## src/rtl/branch_predictor.sv

```systemverilog
// Direct-mapped, tagged 2-bit-counter branch predictor with same-cycle lookup/train forwarding.
// Optional lookup/mispredict statistics counters are built when BP_STATS_EN is defined.
module branch_predictor #(
  parameter int unsigned ENTRIES  = 32,
  parameter int unsigned PC_WIDTH = 32
) (
  input  logic                clk,
  input  logic                rst_n,
  input  logic                bp_enable,
  input  logic                guess_valid,
  input  logic [PC_WIDTH-1:0] guess_pc,
  output logic                guess_taken,
  input  logic                check_valid,
  input  logic [PC_WIDTH-1:0] check_pc,
  input  logic                check_taken,
  input  logic                check_guess,
  output logic [31:0]         stat_lookups,
  output logic [31:0]         stat_mispredicts
);

  localparam int unsigned IDX   = $clog2(ENTRIES);
  localparam int unsigned TAG_W = PC_WIDTH - IDX - 2;

  logic [ENTRIES-1:0] valid_q;
  logic [TAG_W-1:0]   tag_q [ENTRIES];
  logic [1:0]         ctr_q [ENTRIES];

  logic [IDX-1:0]   chk_idx;
  logic [TAG_W-1:0] chk_tag;
  logic             chk_hit;
  logic             upd_en;
  logic [1:0]       upd_ctr;

  logic [IDX-1:0]   gs_idx;
  logic [TAG_W-1:0] gs_tag;
  logic             fwd;
  logic             rd_valid;
  logic [TAG_W-1:0] rd_tag;
  logic [1:0]       rd_ctr;

  // Training: next counter value for the entry addressed by check_pc
  always_comb begin
    chk_idx = check_pc[IDX+1:2];
    chk_tag = check_pc[PC_WIDTH-1:IDX+2];
    upd_en  = check_valid & bp_enable;
    chk_hit = valid_q[chk_idx] & (tag_q[chk_idx] == chk_tag);
    upd_ctr = ctr_q[chk_idx];
    if (chk_hit) begin
      if (check_taken) begin
        upd_ctr = (ctr_q[chk_idx] == 2'b11) ? 2'b11 : ctr_q[chk_idx] + 2'(1);
      end else begin
        upd_ctr = (ctr_q[chk_idx] == 2'b00) ? 2'b00 : ctr_q[chk_idx] - 2'(1);
      end
    end else begin
      upd_ctr = check_taken ? 2'b10 : 2'b01;
    end
  end

  // Lookup: a same-index training write is forwarded into the read
  always_comb begin
    gs_idx   = guess_pc[IDX+1:2];
    gs_tag   = guess_pc[PC_WIDTH-1:IDX+2];
    fwd      = upd_en & (chk_idx == gs_idx);
    rd_valid = valid_q[gs_idx];
    rd_tag   = tag_q[gs_idx];
    rd_ctr   = ctr_q[gs_idx];
    if (fwd) begin
      rd_valid = 1'b1;
      rd_tag   = chk_tag;
      rd_ctr   = upd_ctr;
    end
    guess_taken = bp_enable & guess_valid & rd_valid & (rd_tag == gs_tag) & rd_ctr[1];
  end

  always_ff @(posedge clk or negedge rst_n) begin
    if (!rst_n) begin
      valid_q <= '0;
      for (int i = 0; i < int'(ENTRIES); i++) begin
        tag_q[i] <= '0;
        ctr_q[i] <= 2'b01;
      end
    end else if (upd_en) begin
      valid_q[chk_idx] <= 1'b1;
      tag_q[chk_idx]   <= chk_tag;
      ctr_q[chk_idx]   <= upd_ctr;
    end
  end

`ifdef BP_STATS_EN
  logic [31:0] lookups_q;
  logic [31:0] mispredicts_q;
  logic        unused_pc_bits;

  always_ff @(posedge clk or negedge rst_n) begin
    if (!rst_n) begin
      lookups_q     <= '0;
      mispredicts_q <= '0;
    end else begin
      if (guess_valid & bp_enable) begin
        lookups_q <= lookups_q + 32'(1);
      end
      if (upd_en & (check_guess != check_taken)) begin
        mispredicts_q <= mispredicts_q + 32'(1);
      end
    end
  end

  assign stat_lookups     = lookups_q;
  assign stat_mispredicts = mispredicts_q;
  assign unused_pc_bits   = ^{guess_pc[1:0], check_pc[1:0]};
`else
  logic unused_pc_bits;

  assign stat_lookups     = '0;
  assign stat_mispredicts = '0;
  assign unused_pc_bits   = ^{guess_pc[1:0], check_pc[1:0], check_guess};
`endif

endmodule

```

## config.mk

```make
export PLATFORM = sky130hd
export DESIGN_NAME = branch_predictor
export DESIGN_NICKNAME = d
export VERILOG_FILES = /design/src/rtl/branch_predictor.sv
export SDC_FILE = /design/constraint.sdc
export NUM_CORES = 2
export LEC_CHECK = 0
export CAP_MARGIN = 0
export CORE_ASPECT_RATIO = 0.75
export CORE_MARGIN = 5
export CORE_UTILIZATION = 40
export DETAILED_ROUTE_END_ITERATION = 8
export HOLD_SLACK_MARGIN = 0.03
export PLACE_DENSITY = 0.66
export SKIP_CTS_REPAIR_TIMING = 1
export SYNTH_ARGS = -nofsm -noshare
export SYNTH_HDL_FRONTEND = slang
export SYNTH_SLANG_ARGS = --single-unit
```

## constraint.sdc

```tcl
create_clock -name clk -period 8.3 [get_ports clk]
set_clock_uncertainty 0.05 [all_clocks]
set_input_delay 2.49 -clock clk [delete_from_list [all_inputs] [get_ports clk]]
set_output_delay 2.49 -clock clk [all_outputs]
set_load 0.05 [all_outputs]
```

==> impl_metrics.prom <==
# TYPE chip_impl_metric gauge
chip_impl_metric{name="start_util",unit="%"} 40.4
chip_impl_metric{name="tns",unit="ns"} -0.694
chip_impl_metric{name="finalWirelength",unit="µm"} 178000
chip_impl_metric{name="synth_compound_area_share",unit="%"} 5.76
chip_impl_info{name="worst_hold_path_type",value="reg2reg"} 1
chip_impl_metric{name="ys_warn_count",unit=""} 0
chip_impl_metric{name="syn-instance-count",unit=""} 3760
chip_impl_metric{name="detailedPlacementHpwl",unit="µm"} 115000
chip_impl_metric{name="slew_headroom",unit="%"} 17.9
chip_impl_info{name="critical_path.endpoint_type",value="output pin"} 1
chip_impl_metric{name="fillers",unit=""} 10500
chip_impl_metric{name="via_count_of_the_first_global_routing_pass",unit=""} 34800
chip_impl_metric{name="placement.setup.worst_slack",unit="ns"} -1.62
chip_impl_info{name="synth-main-ff-cell",value="sky130_fd_sc_hd__dfrtp_1"} 1
chip_impl_metric{name="layout-area-overhead-vs-synth",unit="%"} 18.5
chip_impl_metric{name="transition_time_of_the_tightest_slew_check_pin",unit="ns"} 1.23
chip_impl_metric{name="postSynth.asyncResetShare",unit="%"} 100
chip_impl_metric{name="nets",unit=""} 4059
chip_impl_info{name="critical_path_class",value="in2out"} 1
chip_impl_metric{name="clock_tree.htree_level_count",unit=""} 3
chip_impl_info{name="synth_area_leaders",value="sky130_fd_sc_hd__dfrtp_1 (44%), sky130_fd_sc_hd__mux2_2 (18%), sky130_fd_sc_hd__mux4_2 (11%)"} 1
chip_impl_metric{name="powerDensity",unit="nW/µm²"} 210
chip_impl_info{name="failed_checks",value="negative setup slack"} 1
chip_impl_info{name="yosysMostFrequentCell",value="sky130_fd_sc_hd__dfrtp_1"} 1
chip_impl_metric{name="yosys_register_bits",unit=""} 896
chip_impl_metric{name="final_antenna_net_count",unit=""} 0
chip_impl_metric{name="setup_slack",unit="ns"} -0.694
chip_impl_info{name="yosysTopAreaCell",value="sky130_fd_sc_hd__dfrtp_1"} 1
chip_impl_info{name="synth_top_family_by_area",value="multiplexers"} 1
chip_impl_metric{name="post-synth-top-area-fraction",unit="%"} 44.4
chip_impl_metric{name="count_of_flip_flops_with_a_built_in_enable_after_synthesis",unit=""} 0
chip_impl_metric{name="fin_hold_ws",unit="ns"} 0.415
chip_impl_metric{name="leakage",unit="nW"} 25.9
chip_impl_metric{name="max_freq",unit="MHz"} 111
chip_impl_metric{name="worstPathMaxFanout",unit=""} 15
chip_impl_metric{name="global_route.usage.total",unit="%"} 26.8
chip_impl_metric{name="core_area",unit="µm²"} 120000
chip_impl_metric{name="critical_path_at",unit="ns"} 6.45
chip_impl_metric{name="route.detailed.drc",unit=""} 0
chip_impl_metric{name="tritoncts_num_sinks",unit=""} 896
chip_impl_metric{name="final_period_minus_worst_setup_slack",unit="ns"} 8.99
chip_impl_metric{name="antenna_cells",unit=""} 0
chip_impl_metric{name="muxShareOfSynthArea",unit="%"} 38.3
chip_impl_info{name="clock_tree.root_cell",value="sky130_fd_sc_hd__clkbuf_16"} 1
chip_impl_metric{name="post_route_cells_drive_above_1_share",unit="%"} 43.7
chip_impl_metric{name="clkTransAtPathRegs",unit="ns"} 0.06
chip_impl_metric{name="source_to_sink_clock_delay_at_the_later_pin_of_the_worst_skew_pair",unit="ns"} 0.70
chip_impl_info{name="status",value="complete, but fails checks"} 1
chip_impl_metric{name="finalHoldViolations",unit=""} 0
chip_impl_info{name="tritoncts",value="yes"} 1
chip_impl_metric{name="total_power",unit="W"} 0.0121
chip_impl_metric{name="initial_antenna_violation_count",unit=""} 2
chip_impl_metric{name="timing.critical_path.required",unit="ns"} 5.76
chip_impl_metric{name="boundaryPins",unit=""} 136
chip_impl_metric{name="die-height",unit="µm"} 312
chip_impl_metric{name="drt_first_pass_iters",unit=""} 6
chip_impl_metric{name="drv_cap",unit=""} 0
chip_impl_metric{name="netlist-cell-type-count",unit=""} 63
chip_impl_metric{name="synthXorXnorAreaFrac",unit="%"} 0.738
chip_impl_metric{name="die_w",unit="µm"} 413
chip_impl_metric{name="grt_first_pass_wirelength",unit="µm"} 254000
chip_impl_metric{name="max-vdd-ir-drop",unit="µV"} 154
chip_impl_metric{name="drt_iter0_drc",unit=""} 5045
chip_impl_metric{name="syn-cell-area",unit="µm²"} 48700
chip_impl_metric{name="detail_route.wl_per_cell",unit="µm"} 31.4
chip_impl_metric{name="report.final.slew_viol_count",unit=""} 0
chip_impl_metric{name="io_buffer_count",unit=""} 66
chip_impl_metric{name="route.vias.total",unit=""} 35700
chip_impl_metric{name="die-area",unit="µm²"} 129000
chip_impl_info{name="rsz_0062_raised_after_global_routing",value="yes"} 1
chip_impl_metric{name="numCtsBuffers",unit=""} 90
chip_impl_metric{name="report.final.setup_viol",unit=""} 1
chip_impl_metric{name="gp_routability_congestion",unit=""} 0.991
chip_impl_metric{name="post_synth_and_or_nand_nor_area_fraction",unit="%"} 4.61
chip_impl_metric{name="synth-seq-area-share",unit="%"} 46.2
chip_impl_metric{name="clock_tree_buffer_depth",unit=""} 3
chip_impl_metric{name="row_count",unit=""} 110
chip_impl_metric{name="viasPerCell",unit=""} 6.29
chip_impl_info{name="crit_path_start_kind",value="primary input"} 1
chip_impl_metric{name="grt_start_max_net_pins",unit=""} 168
chip_impl_metric{name="avgSynthCellArea",unit="µm²"} 12.9
chip_impl_metric{name="final.period_utilization",unit="%"} 108
chip_impl_info{name="post_synth_most_frequent_cells",value="sky130_fd_sc_hd__dfrtp_1 (864), sky130_fd_sc_hd__mux2_2 (768), sky130_fd_sc_hd__mux2i_1 (458)"} 1
chip_impl_metric{name="synth-adder-area-share",unit="%"} 0
chip_impl_metric{name="remaining_global_route_overflow",unit=""} 0
-- layer usage --
| metal | global-route usage (%) | part of all wire [%] | vias up |
|---|---|---|---|
| met5 | 0 | 0.0073 | - |
| met4 | 9.04 | 3.9 | 2 |
| met3 | 9.23 | 13 | 414 |
| met2 | 37.3 | 41 | 2244 |
| met1 | 39.1 | 41 | 18600 |
| li1 | - | - | 14500 |
-- report_power, final --
group	total [W]	internal [W]	switching, W
combinational	0.00239	0.00122	0.00116
sequential	0.00546	0.00499	0.000472
clock	0.00428	0.00243	0.00185
total	0.0121	0.00864	0.00348
-- logic make-up (layout without fill, tap and decap cells) --
group | after synthesis | after routing
XOR/XNOR | 41 | 41
flip-flops | 896 | 896
AND/OR/NAND/NOR | 441 | 441
multiplexers | 1465 | 1465
AO/OA/AOI/OAI | 459 | 459
other | 1 | 64
buffers and inverters | 457 | 690
-- cells in the final DEF (no fill, tap or decap), types with 8 or more instances in the layout --
cell type,netlist,layout
sky130_fd_sc_hd__mux2_2,768,768
sky130_fd_sc_hd__mux2i_2,0,9
sky130_fd_sc_hd__nand3_1,26,26
sky130_fd_sc_hd__inv_1,13,13
sky130_fd_sc_hd__clkbuf_8,0,14
sky130_fd_sc_hd__nor4_1,61,38
sky130_fd_sc_hd__conb_1,1,64
sky130_fd_sc_hd__nor2_4,0,16
sky130_fd_sc_hd__clkinv_2,0,15
sky130_fd_sc_hd__o22ai_2,0,12
sky130_fd_sc_hd__xnor2_1,14,14
sky130_fd_sc_hd__nand2b_1,14,14
sky130_fd_sc_hd__xor2_1,27,27
sky130_fd_sc_hd__buf_12,0,64
sky130_fd_sc_hd__clkbuf_1,218,19
sky130_fd_sc_hd__nor2b_1,15,15
sky130_fd_sc_hd__clkbuf_16,0,103
sky130_fd_sc_hd__buf_4,74,365
sky130_fd_sc_hd__a211oi_1,11,10
sky130_fd_sc_hd__clkdlybuf4s50_1,0,54
sky130_fd_sc_hd__o21ai_1,12,13
sky130_fd_sc_hd__nor4_2,0,17
sky130_fd_sc_hd__nor2_1,59,43
sky130_fd_sc_hd__o21ai_0,110,109
sky130_fd_sc_hd__nand2_2,0,12
sky130_fd_sc_hd__and3_1,19,17
sky130_fd_sc_hd__o211ai_1,16,16
sky130_fd_sc_hd__dfrtp_1,864,864
sky130_fd_sc_hd__a22oi_1,15,15
sky130_fd_sc_hd__nand2_1,163,151
sky130_fd_sc_hd__a21oi_1,51,49
sky130_fd_sc_hd__nand4_1,14,14
sky130_fd_sc_hd__or2_2,21,21
sky130_fd_sc_hd__mux2i_1,458,443
sky130_fd_sc_hd__o22ai_1,212,199
sky130_fd_sc_hd__buf_6,9,13
sky130_fd_sc_hd__mux4_2,239,239
sky130_fd_sc_hd__dfstp_2,32,32
sky130_fd_sc_hd__bufinv_16,0,8
-- state kept, by name, summed over array words and instances (netlist names) --
name,flops
ctr_q,64
tag_q,800
valid_q,32
-- worst max-delay path: stages --
cell and delay, ns:
sky130_fd_sc_hd__buf_16 0.14, sky130_fd_sc_hd__buf_12 0.16, sky130_fd_sc_hd__buf_16 0.18, sky130_fd_sc_hd__clkbuf_16 0.22
sky130_fd_sc_hd__mux2i_1 0.28, sky130_fd_sc_hd__o22ai_1 0.14, sky130_fd_sc_hd__nor4_2 0.34, sky130_fd_sc_hd__a21oi_2 0.16
sky130_fd_sc_hd__nor4_4 0.48, sky130_fd_sc_hd__buf_4 0.21, sky130_fd_sc_hd__nand4_1 0.13, sky130_fd_sc_hd__or4_4 0.55
sky130_fd_sc_hd__o211ai_2 0.21, sky130_fd_sc_hd__a32oi_2 0.12, sky130_fd_sc_hd__nor4_4 0.26, sky130_fd_sc_hd__buf_6 0.18
sky130_fd_sc_hd__buf_12 0.14
-- area by class of cell --
cell class | instances | area, µm² | area share (%)
Multi-Input combinational cell | 2470 | 24900 | 43.2
Timing Repair Buffer | 517 | 5190 | 9.00
Inverter | 13 | 48.8 | 0.0846
Tap cell | 1624 | 2030 | 3.52
Clock inverter | 34 | 410 | 0.712
Clock buffer | 126 | 2590 | 4.49
Sequential cell | 896 | 22500 | 38.9
-- path summary, 6_finish.rpt --
check                                  from           to  slack [ns]  cells after the start
worst max-delay path            check_pc[2]  guess_taken       -0.69                     17
worst min register to register    ctr_q[54]    ctr_q[54]        0.42                      2
max in group asynchronous             rst_n   tag_q[111]        4.67                      2
min in group asynchronous             rst_n    ctr_q[55]        1.87                      1
worst max register to register   tag_q[602]     ctr_q[4]        4.20                     13
worst min-delay path              ctr_q[54]    ctr_q[54]        0.42                      2
-- stage by stage --
| step | cells | utilization (%) | area, µm² |
|---|---|---|---|
| floorplan | 3823 | - | 49000 |
| global placement | 5469 | 44.4 | 53500 |
| detailed placement | 5469 | 44.4 | 53500 |
| CTS | 5629 | 46.9 | 56500 |
| global route | 5680 | 47.9 | 57700 |
| finish | 5680 | 47.9 | 57700 |
Power figures use the tool's default switching activity.
